`config.mk`:
```
export PLATFORM = sky130hd
export DESIGN_NAME = decoder_grant_arbiter
export DESIGN_NICKNAME = d
export VERILOG_FILES = /design/src/rtl/decoder_grant_arbiter.sv
export SDC_FILE = /design/constraint.sdc
export NUM_CORES = 1
export LEC_CHECK = 0
export CAP_MARGIN = 20
export CORE_ASPECT_RATIO = 1.4
export CORE_MARGIN = 2
export CORE_UTILIZATION = 56
export DETAILED_ROUTE_END_ITERATION = 10
export GPL_ROUTABILITY_DRIVEN = 0
export PLACE_DENSITY_LB_ADDON = 0.15
export SLEW_MARGIN = 5
export SYNTH_ARGS = -nofsm -noshare
export SYNTH_HDL_FRONTEND = slang
export SYNTH_SLANG_ARGS = --single-unit
```
`constraint.sdc`:
```
create_clock -name clk -period 4.9 [get_ports clk]
set_clock_uncertainty 0.1 [all_clocks]
set_input_delay 0.735 -clock clk [delete_from_list [all_inputs] [get_ports clk]]
set_output_delay 0.735 -clock clk [all_outputs]
set_load 0.02 [all_outputs]
```
`src/rtl/decoder_grant_arbiter.sv`:
```
// decoder_grant_arbiter
//   Round-robin arbiter sharing one 3-to-8 active-low select decoder among
//   eight requesters. Each grant is held for at most HOLD_MAX cycles and is
//   followed by one idle gap cycle so that decoder outputs break before make.
// Ports
//   clk      : rising-edge clock
//   reset_n  : synchronous active-low reset
//   en       : arbiter enable; low blocks new grants and releases a live one
//   req[7:0] : level requests, active-high
//   sel[2:0] : granted index, drives decoder {C,B,A}
//   g_n      : decoder enable G, active-low, low only while a grant is live
//   grant_n  : active-low one-hot grant, requester i -> bit (7-i)
//   busy     : high while a grant is live
//   preempt  : one-cycle pulse when a grant ends purely on the hold limit
module decoder_grant_arbiter #(
    parameter int unsigned HOLD_MAX = 16,
    parameter int unsigned CNT_W    = 8
) (
    input  logic                 clk,
    input  logic                 reset_n,
    input  logic                 en,
    input  logic [7:0]           req,
    output logic [2:0]           sel,
    output logic                 g_n,
    output logic [7:0]           grant_n,
    output logic                 busy,
    output logic                 preempt
);

    localparam int unsigned N_REQ = 8;
    localparam int unsigned IDX_W = 3;

    typedef enum logic [1:0] {
        ST_IDLE  = 2'd0,
        ST_GRANT = 2'd1,
        ST_GAP   = 2'd2
    } state_t;

    state_t             r_state,   w_state_nx;
    logic [IDX_W-1:0]   r_ptr,     w_ptr_nx;
    logic [CNT_W-1:0]   r_hold_cnt, w_hold_cnt_nx;
    logic [IDX_W-1:0]   r_sel,     w_sel_nx;
    logic               r_g_n,     w_g_n_nx;
    logic [N_REQ-1:0]   r_grant_n, w_grant_n_nx;
    logic               r_busy,    w_busy_nx;
    logic               r_preempt, w_preempt_nx;

    logic               w_found;
    logic [IDX_W-1:0]   w_winner;
    logic [IDX_W-1:0]   w_idx;
    logic               w_rel_req;
    logic               w_rel_en;
    logic               w_rel_hold;

    // Rotating priority search starting at r_ptr
    always_comb begin
        w_found  = 1'b0;
        w_winner = '0;
        w_idx    = '0;
        for (int k = 0; k < N_REQ; k++) begin
            w_idx = r_ptr + IDX_W'(k);
            if (!w_found && req[w_idx]) begin
                w_found  = 1'b1;
                w_winner = w_idx;
            end
        end
    end

    // Release causes for the live grant
    assign w_rel_req  = ~req[r_sel];
    assign w_rel_en   = ~en;
    assign w_rel_hold = (r_hold_cnt == CNT_W'(HOLD_MAX - 1));

    // State and registered outputs
    always_ff @(posedge clk) begin
        if (!reset_n) begin
            r_state    <= ST_IDLE;
            r_ptr      <= '0;
            r_hold_cnt <= '0;
            r_sel      <= '0;
            r_g_n      <= 1'b1;
            r_grant_n  <= '1;
            r_busy     <= 1'b0;
            r_preempt  <= 1'b0;
        end else begin
            r_state    <= w_state_nx;
            r_ptr      <= w_ptr_nx;
            r_hold_cnt <= w_hold_cnt_nx;
            r_sel      <= w_sel_nx;
            r_g_n      <= w_g_n_nx;
            r_grant_n  <= w_grant_n_nx;
            r_busy     <= w_busy_nx;
            r_preempt  <= w_preempt_nx;
        end
    end

    // Next state and next outputs; grant outputs default to inactive
    always_comb begin
        w_state_nx    = r_state;
        w_ptr_nx      = r_ptr;
        w_hold_cnt_nx = r_hold_cnt;
        w_sel_nx      = r_sel;
        w_g_n_nx      = 1'b1;
        w_grant_n_nx  = '1;
        w_busy_nx     = 1'b0;
        w_preempt_nx  = 1'b0;

        case (r_state)
            ST_IDLE: begin
                if (en && w_found) begin
                    w_state_nx    = ST_GRANT;
                    w_sel_nx      = w_winner;
                    w_g_n_nx      = 1'b0;
                    w_grant_n_nx  = ~(8'b1000_0000 >> w_winner);
                    w_busy_nx     = 1'b1;
                    w_hold_cnt_nx = '0;
                end
            end
            ST_GRANT: begin
                if (w_rel_req || w_rel_en || w_rel_hold) begin
                    w_state_nx    = ST_GAP;
                    w_ptr_nx      = r_sel + IDX_W'(1);
                    w_hold_cnt_nx = '0;
                    // Only a pure hold-limit release counts as a preempt
                    w_preempt_nx  = w_rel_hold && !w_rel_req && !w_rel_en;
                end else begin
                    w_g_n_nx      = 1'b0;
                    w_grant_n_nx  = r_grant_n;
                    w_busy_nx     = 1'b1;
                    w_hold_cnt_nx = r_hold_cnt + CNT_W'(1);
                end
            end
            ST_GAP: begin
                w_state_nx = ST_IDLE;
            end
            default: begin
                w_state_nx = ST_IDLE;
            end
        endcase
    end

    assign sel     = r_sel;
    assign g_n     = r_g_n;
    assign grant_n = r_grant_n;
    assign busy    = r_busy;
    assign preempt = r_preempt;

endmodule

```
* After elaboration in Yosys (flattened, before gate mapping)
Index checks and enable logic that the tools add are counted.
** Cells by class
- Add/sub/neg operators :: 9
- Order comparisons :: 9
- Eq/ne operators :: 4
- Shifts and indexed selects :: 1
- Multiplexer cells :: 49
- Bitwise operators :: 3
- Reduce and logical (&&, ||, !) cells :: 26
** Operators by type and width (number)
- 3-bit by 4-bit < comparator with 1-bit output, second input constant :: 9
- 8-bit 2-to-1 mux :: 4
- 8-bit case mux with 2 select lines :: 2
- 1-bit binary-select mux with 3-bit select :: 9
- 3-bit 2-to-1 mux :: 8
- 1-bit 2-to-1 mux :: 21
- 3-bit adder, second input constant :: 4
- 1-bit logical AND :: 10
- 8-bit by 1-bit adder with 8-bit output, second input constant :: 1
- 8-bit by 4-bit equality test with 1-bit output, second input constant :: 1
- 8-bit inverter :: 1
- 2-bit AND reduction :: 4
- 8-bit by 3-bit >> shifter with 8-bit output, first input constant :: 1
- 1-bit logical NOT :: 7
- 3-bit by 1-bit adder with 3-bit output, second input constant :: 2
- 3-bit by 2-bit adder with 3-bit output, second input constant :: 2
- 2-bit 2-to-1 mux :: 2
- 2-bit != test, second input constant :: 2
- 1-bit case mux with 2 select lines :: 2
- 2-bit case mux with 2 select lines :: 1
- 3-bit AND reduction :: 1
- 2-bit by 1-bit equality test with 1-bit output, second input constant :: 1
- 2-bit logical NOT :: 1
- 1-bit logical OR :: 2
- other kinds (2) :: 3
** Word-level totals
- Flip-flop bits (word level) :: 27
- Input port bits :: 11
- Output and inout port bits :: 14
- Word-level logic and storage cells :: 109

* Logic depth before layout (Yosys ltp)
- Word-level depth :: 28
- Mapped depth :: 12
- Depth with buffers taken out :: 9

* Least setup slack after synthesis
No wires, ideal clock.
- Kind :: reg2reg
- From :: register r_ptr[1]
- To :: register r_hold_cnt[2]
- Library setup time :: 0.064 ns
- Data arrival time :: 3.780 ns
- Data required time :: 4.736 ns
- Setup slack :: 0.956 ns
- Stages on the path, launching flop included :: 13
- Buffers on the path :: 3
- Period minus slack after synthesis :: 3.944 ns
- Cell sequence :: dfxtp_1 buf_1 inv_1 ha_1 buf_6 mux2_1 mux4_1 or4_4 o41ai_4 nor3_4 or3_1 buf_2 nor2_1
** On the way
- Word-level cells in the longest chain between the ends :: 27
- Elaborated cells between the ends (all ways) :: 48
- Classes of those cells :: add/sub (7); eq/ne (1); mux (24); reduce/logical (16)
** RTL lines
- start, declared :: line 40 : logic [IDX_W-1:0] r_ptr, w_ptr_nx;
- start signal, assigned :: line 87 : r_ptr <= w_ptr_nx;
- branches (longest 23 deep; another with 3-bit by 1-bit adder with 3-bit output)
- 1-bit 2-to-1 mux * :: line 62 : if (!w_found && req[w_idx]) begin
- 1-bit logical AND * :: line 110 : if (en && w_found) begin
- 2-bit != test (no source line) *
- 2-bit AND reduction (no source line) *
- end signal, assigned :: line 88 : r_hold_cnt <= w_hold_cnt_nx;
- end, declared :: line 41 : logic [CNT_W-1:0] r_hold_cnt, w_hold_cnt_nx;
Every way passes the cells marked *. The select of a mux whose other input is x is not followed.
A chain may end at the register's enable or synchronous reset.

* Worst setup path after layout
- From :: register r_ptr[0]
- To :: register r_hold_cnt[2]
The elaborated chain is that of the path after synthesis.

==> flow_results.org <==
** Clocking
- Reg clk slew, reported paths :: 0.09 ns
- TritonCTS created 3 clock buffers.
- TritonCTS built the clock tree.
- Once the clock tree was built, the resizer swapped 0 gates to a different size.
- In this run the clock root is driven by a sky130_fd_sc_hd__clkbuf_8.
- Counting every sink on the clock net gives 27.
- The later pin in the worst-skew pair is clocked with a latency of between 0.2 and 0.3 ns.
- Depth of the CTS H-tree :: 1
- After clock tree synthesis, the setup repair step added 0 buffers.
- Clk buf depth :: 2
- For this design, the CTS-stage hold fixing added 0 buffers.

** Logic synthesis
- Post-synth top area cell :: sky130_fd_sc_hd__dfxtp_1
- Number of enable flip-flop cells after synthesis :: 0
- Post-Synthesis Net Count :: 230
- Share of the yosys chip area belonging to registers :: between 20% and 30%
- Share of synthesized flip-flops with an asynchronous set or reset :: 0%
- Cell area after technology mapping :: slightly above 2000 µm²
- Gate Count Post-Synth :: ~220
- The top cell type by area accounts for a little over a quarter of the synthesized area.
- Synthesis inferred 27 register bits.
- Sorting the synthesized cells by area gives the leading types as sky130_fd_sc_hd__dfxtp_1, sky130_fd_sc_hd__mux4_1, sky130_fd_sc_hd__mux4_2.
- Unique masters post-synth :: 54
- For this run, the number of Yosys warnings is 0.
- Syn avg cell area :: around 9.6 µm²
- For this run, the leading register cell type out of synthesis is sky130_fd_sc_hd__dfxtp_1.

** Floorplan
- Die area :: ~4200 µm²
- Boundary pin count :: 25
- Core region area :: around 3600 µm²
- For this configuration, the core starts out at a cell density of between 50% and 60%.
- FP Rows :: 26
- From left edge to right edge, the die measures between 50 and 60 µm.
- The floorplan step set the die height to 75.9 µm.

** Final layout
- Antenna Diode Count :: 0
- Commonest cells after routing, fill and taps aside :: sky130_fd_sc_hd__dfxtp_1, sky130_fd_sc_hd__clkdlybuf4s50_1, sky130_fd_sc_hd__nor2_1, sky130_fd_sc_hd__nand2_1
- The final layout contains around 260 nets.
- From synthesis to final layout, the design area changed by 15.5%.
- In the final layout, the share of cells above drive strength 1 is between 10 and 15%.
- Commonest non-fill, non-tap cell in the layout :: sky130_fd_sc_hd__dfxtp_1
- Non-Filler Cell Area, Final :: 2390 µm²

** Worst setup path
- Of all nets on the critical path, the largest fanout is 12.
- The setup path with the least slack is of type reg2reg.
- Data arrival time of the critical path :: about 4.4 ns
- Element type at the critical path end :: flip-flop
- The number of cells on the worst reg-to-reg path is 10.
- The worst setup path is launched from a flip-flop.
- Worst Path Required :: 5.00 ns

** GRT
- Entering global routing, the biggest net connects 17 pins.
- Vias in the first global route :: between 1500 and 2000
- Global-route congestion overflow total :: 0
- Initial antenna violation count :: 0
- The first global-routing pass estimated between 8000 and 9000 µm of wire.
- Total track usage :: approximately 25%

** Timing
- Setup repair after global routing left no endpoint under its margin.
- Timing-limited maximum frequency :: ~0.24 GHz
- Final hold slack :: around 0.39 ns
- Max transition margin :: 52.8%
- Dividing the final minimum period by the clock period gives slightly below 90%.
- Final hold violation count :: 0
- Setup total negative slack on the finished layout was measured at 0 ns.
- Setup violations remaining at the end of the flow were counted as 0.
- The worst path in the final design needs a cycle of roughly 4.2 ns, including I/O delays and setup.
- Final-report max-slew violation count :: 0
- Slew @ Worst Pin :: around 0.7 ns

** Drt
- Dividing the detail-routed via count by the number of cells gives ~6.7.
- Detailed routing inserted a total of 1886 vias.
- In the routed design, unresolved DRC markers number 0.
- Once detail routing completed, the nets flagged for antenna violations numbered 0.
- Wires add up to approximately 5100 µm.
- After detailed routing, the average wire length per cell comes to ~18 µm.
- The pre-antenna-repair detailed-routing pass consisted of 4 iterations.
- First-iteration detailed-routing DRC count :: around 110

** Power
- Maximum vdd ir drop :: approximately 0.00023 V
- Dividing total power by cell area gives a power density of 257 nW/µm².
- Leakage Power :: 0.793 nW
- Total power :: approximately 0.00062 W

** Status
- Outcome :: complete, no violations

** Worst hold path
- The path class of the tightest hold or removal check is reg2reg.
- Depth of the worst hold-timing path :: 2

** Place
- Once detailed placement completed, the half-perimeter wirelength came to about 4000 µm.
- Once placement finished, the instance area stood at ~2300 µm².
- Number of buffers added on ports :: 24

** Run
- Max-cap violations in this run came to 0.
[layout make-up]
type | instances | area, µm²
tap | 42 | 52.6
inverter | 8 | 30.0
multi-input combinational | 173 | 1460
sequential | 27 | 541
fill | 303 | 1220
timing repair buffer | 27 | 263
clock buffer | 3 | 41.3
clock inverter | 1 | 7.51
[sequential cells by signal (all words and copies together), names as in the netlist]
signal / count
busy: 1
g_n: 1
grant_n: 8
preempt: 1
r_hold_cnt: 8
r_ptr: 3
r_state: 2
sel: 3
[cell families (layout without fill, tap and decap cells)]
family / after synthesis / count (layout) / share of synthesized area [%]
and+or+nand+nor: 76 / 76 / 19.6
AOI/OAI and AO/OA: 53 / 53 / 18.8
muxes: 30 / 30 / 25.3
DFF: 27 / 27 / 26.1
buffers and inverters: 15 / 39 / 3.51
xor gates and xnor gates: 10 / 10 / 4.23
adders and majority gates: 4 / 4 / 2.42
[power breakdown]
part / switching (W) / internal (W)
clock: 0.0000656 / 0.0000576
combinational: 0.000139 / 0.000109
sequential: 0.0000136 / 0.000230
[synth_stat cells, types with 3 or more instances]
| master | number |
|---|---|
| sky130_fd_sc_hd__ha_1 | 4 |
| sky130_fd_sc_hd__nand3_1 | 7 |
| sky130_fd_sc_hd__nor3_1 | 3 |
| sky130_fd_sc_hd__a31oi_1 | 10 |
| sky130_fd_sc_hd__o21a_1 | 4 |
| sky130_fd_sc_hd__mux4_2 | 7 |
| sky130_fd_sc_hd__o211ai_1 | 4 |
| sky130_fd_sc_hd__mux4_1 | 7 |
| sky130_fd_sc_hd__mux2i_1 | 4 |
| sky130_fd_sc_hd__nor2_1 | 23 |
| sky130_fd_sc_hd__nand4_1 | 5 |
| sky130_fd_sc_hd__dfxtp_1 | 27 |
| sky130_fd_sc_hd__mux2_2 | 8 |
| sky130_fd_sc_hd__inv_1 | 6 |
| sky130_fd_sc_hd__clkbuf_1 | 3 |
| sky130_fd_sc_hd__nor3b_1 | 3 |
| sky130_fd_sc_hd__nand2b_1 | 3 |
| sky130_fd_sc_hd__a21oi_1 | 7 |
| sky130_fd_sc_hd__and2_1 | 3 |
| sky130_fd_sc_hd__nand2_1 | 15 |
| sky130_fd_sc_hd__a211oi_1 | 10 |
| sky130_fd_sc_hd__o21ai_0 | 5 |
| sky130_fd_sc_hd__xnor2_1 | 9 |
[critical path, stage by stage (launching register included)]
cell                      delay [ns]
sky130_fd_sc_hd__dfxtp_1        0.32
sky130_fd_sc_hd__buf_4          0.20
sky130_fd_sc_hd__inv_1          0.15
sky130_fd_sc_hd__ha_1           0.61
sky130_fd_sc_hd__mux2_2         0.41
sky130_fd_sc_hd__mux4_1         0.61
sky130_fd_sc_hd__or4_4          0.48
sky130_fd_sc_hd__o41ai_4        0.60
sky130_fd_sc_hd__nor3_4         0.11
sky130_fd_sc_hd__or3_1          0.43
sky130_fd_sc_hd__nor2_1         0.15
[path summary, 6_finish.rpt]
| path | startpoint | to | slack, ns |
|---|---|---|---|
| hold / removal | grant_n[2] | grant_n[2] | 0.39 |
| hold reg to reg | grant_n[2] | grant_n[2] | 0.39 |
| setup / recovery | r_ptr[0] | r_hold_cnt[2] | 0.66 |
| setup reg to reg | r_ptr[0] | r_hold_cnt[2] | 0.66 |
[through the flow]
stage | setup WS, ns | std cells | utilization (%)
floorplan | 0.956 | 215 | -
global placement | 0.850 | 277 | 64.9
detailed placement | 0.716 | 277 | 64.9
CTS | 0.677 | 281 | 66.2
global route | 0.424 | 281 | 66.2
finish | 0.656 | 281 | 66.2
[layer usage]
| layer | track usage (%) | wire length (µm) |
|---|---|---|
| met1 | 27.3 | 1900 |
| met2 | 45.4 | 2850 |
| met3 | 1.54 | 165 |
| met4 | 13.7 | 180 |
| met5 | 0 | 0 |
(Power assumes the default switching activity.)
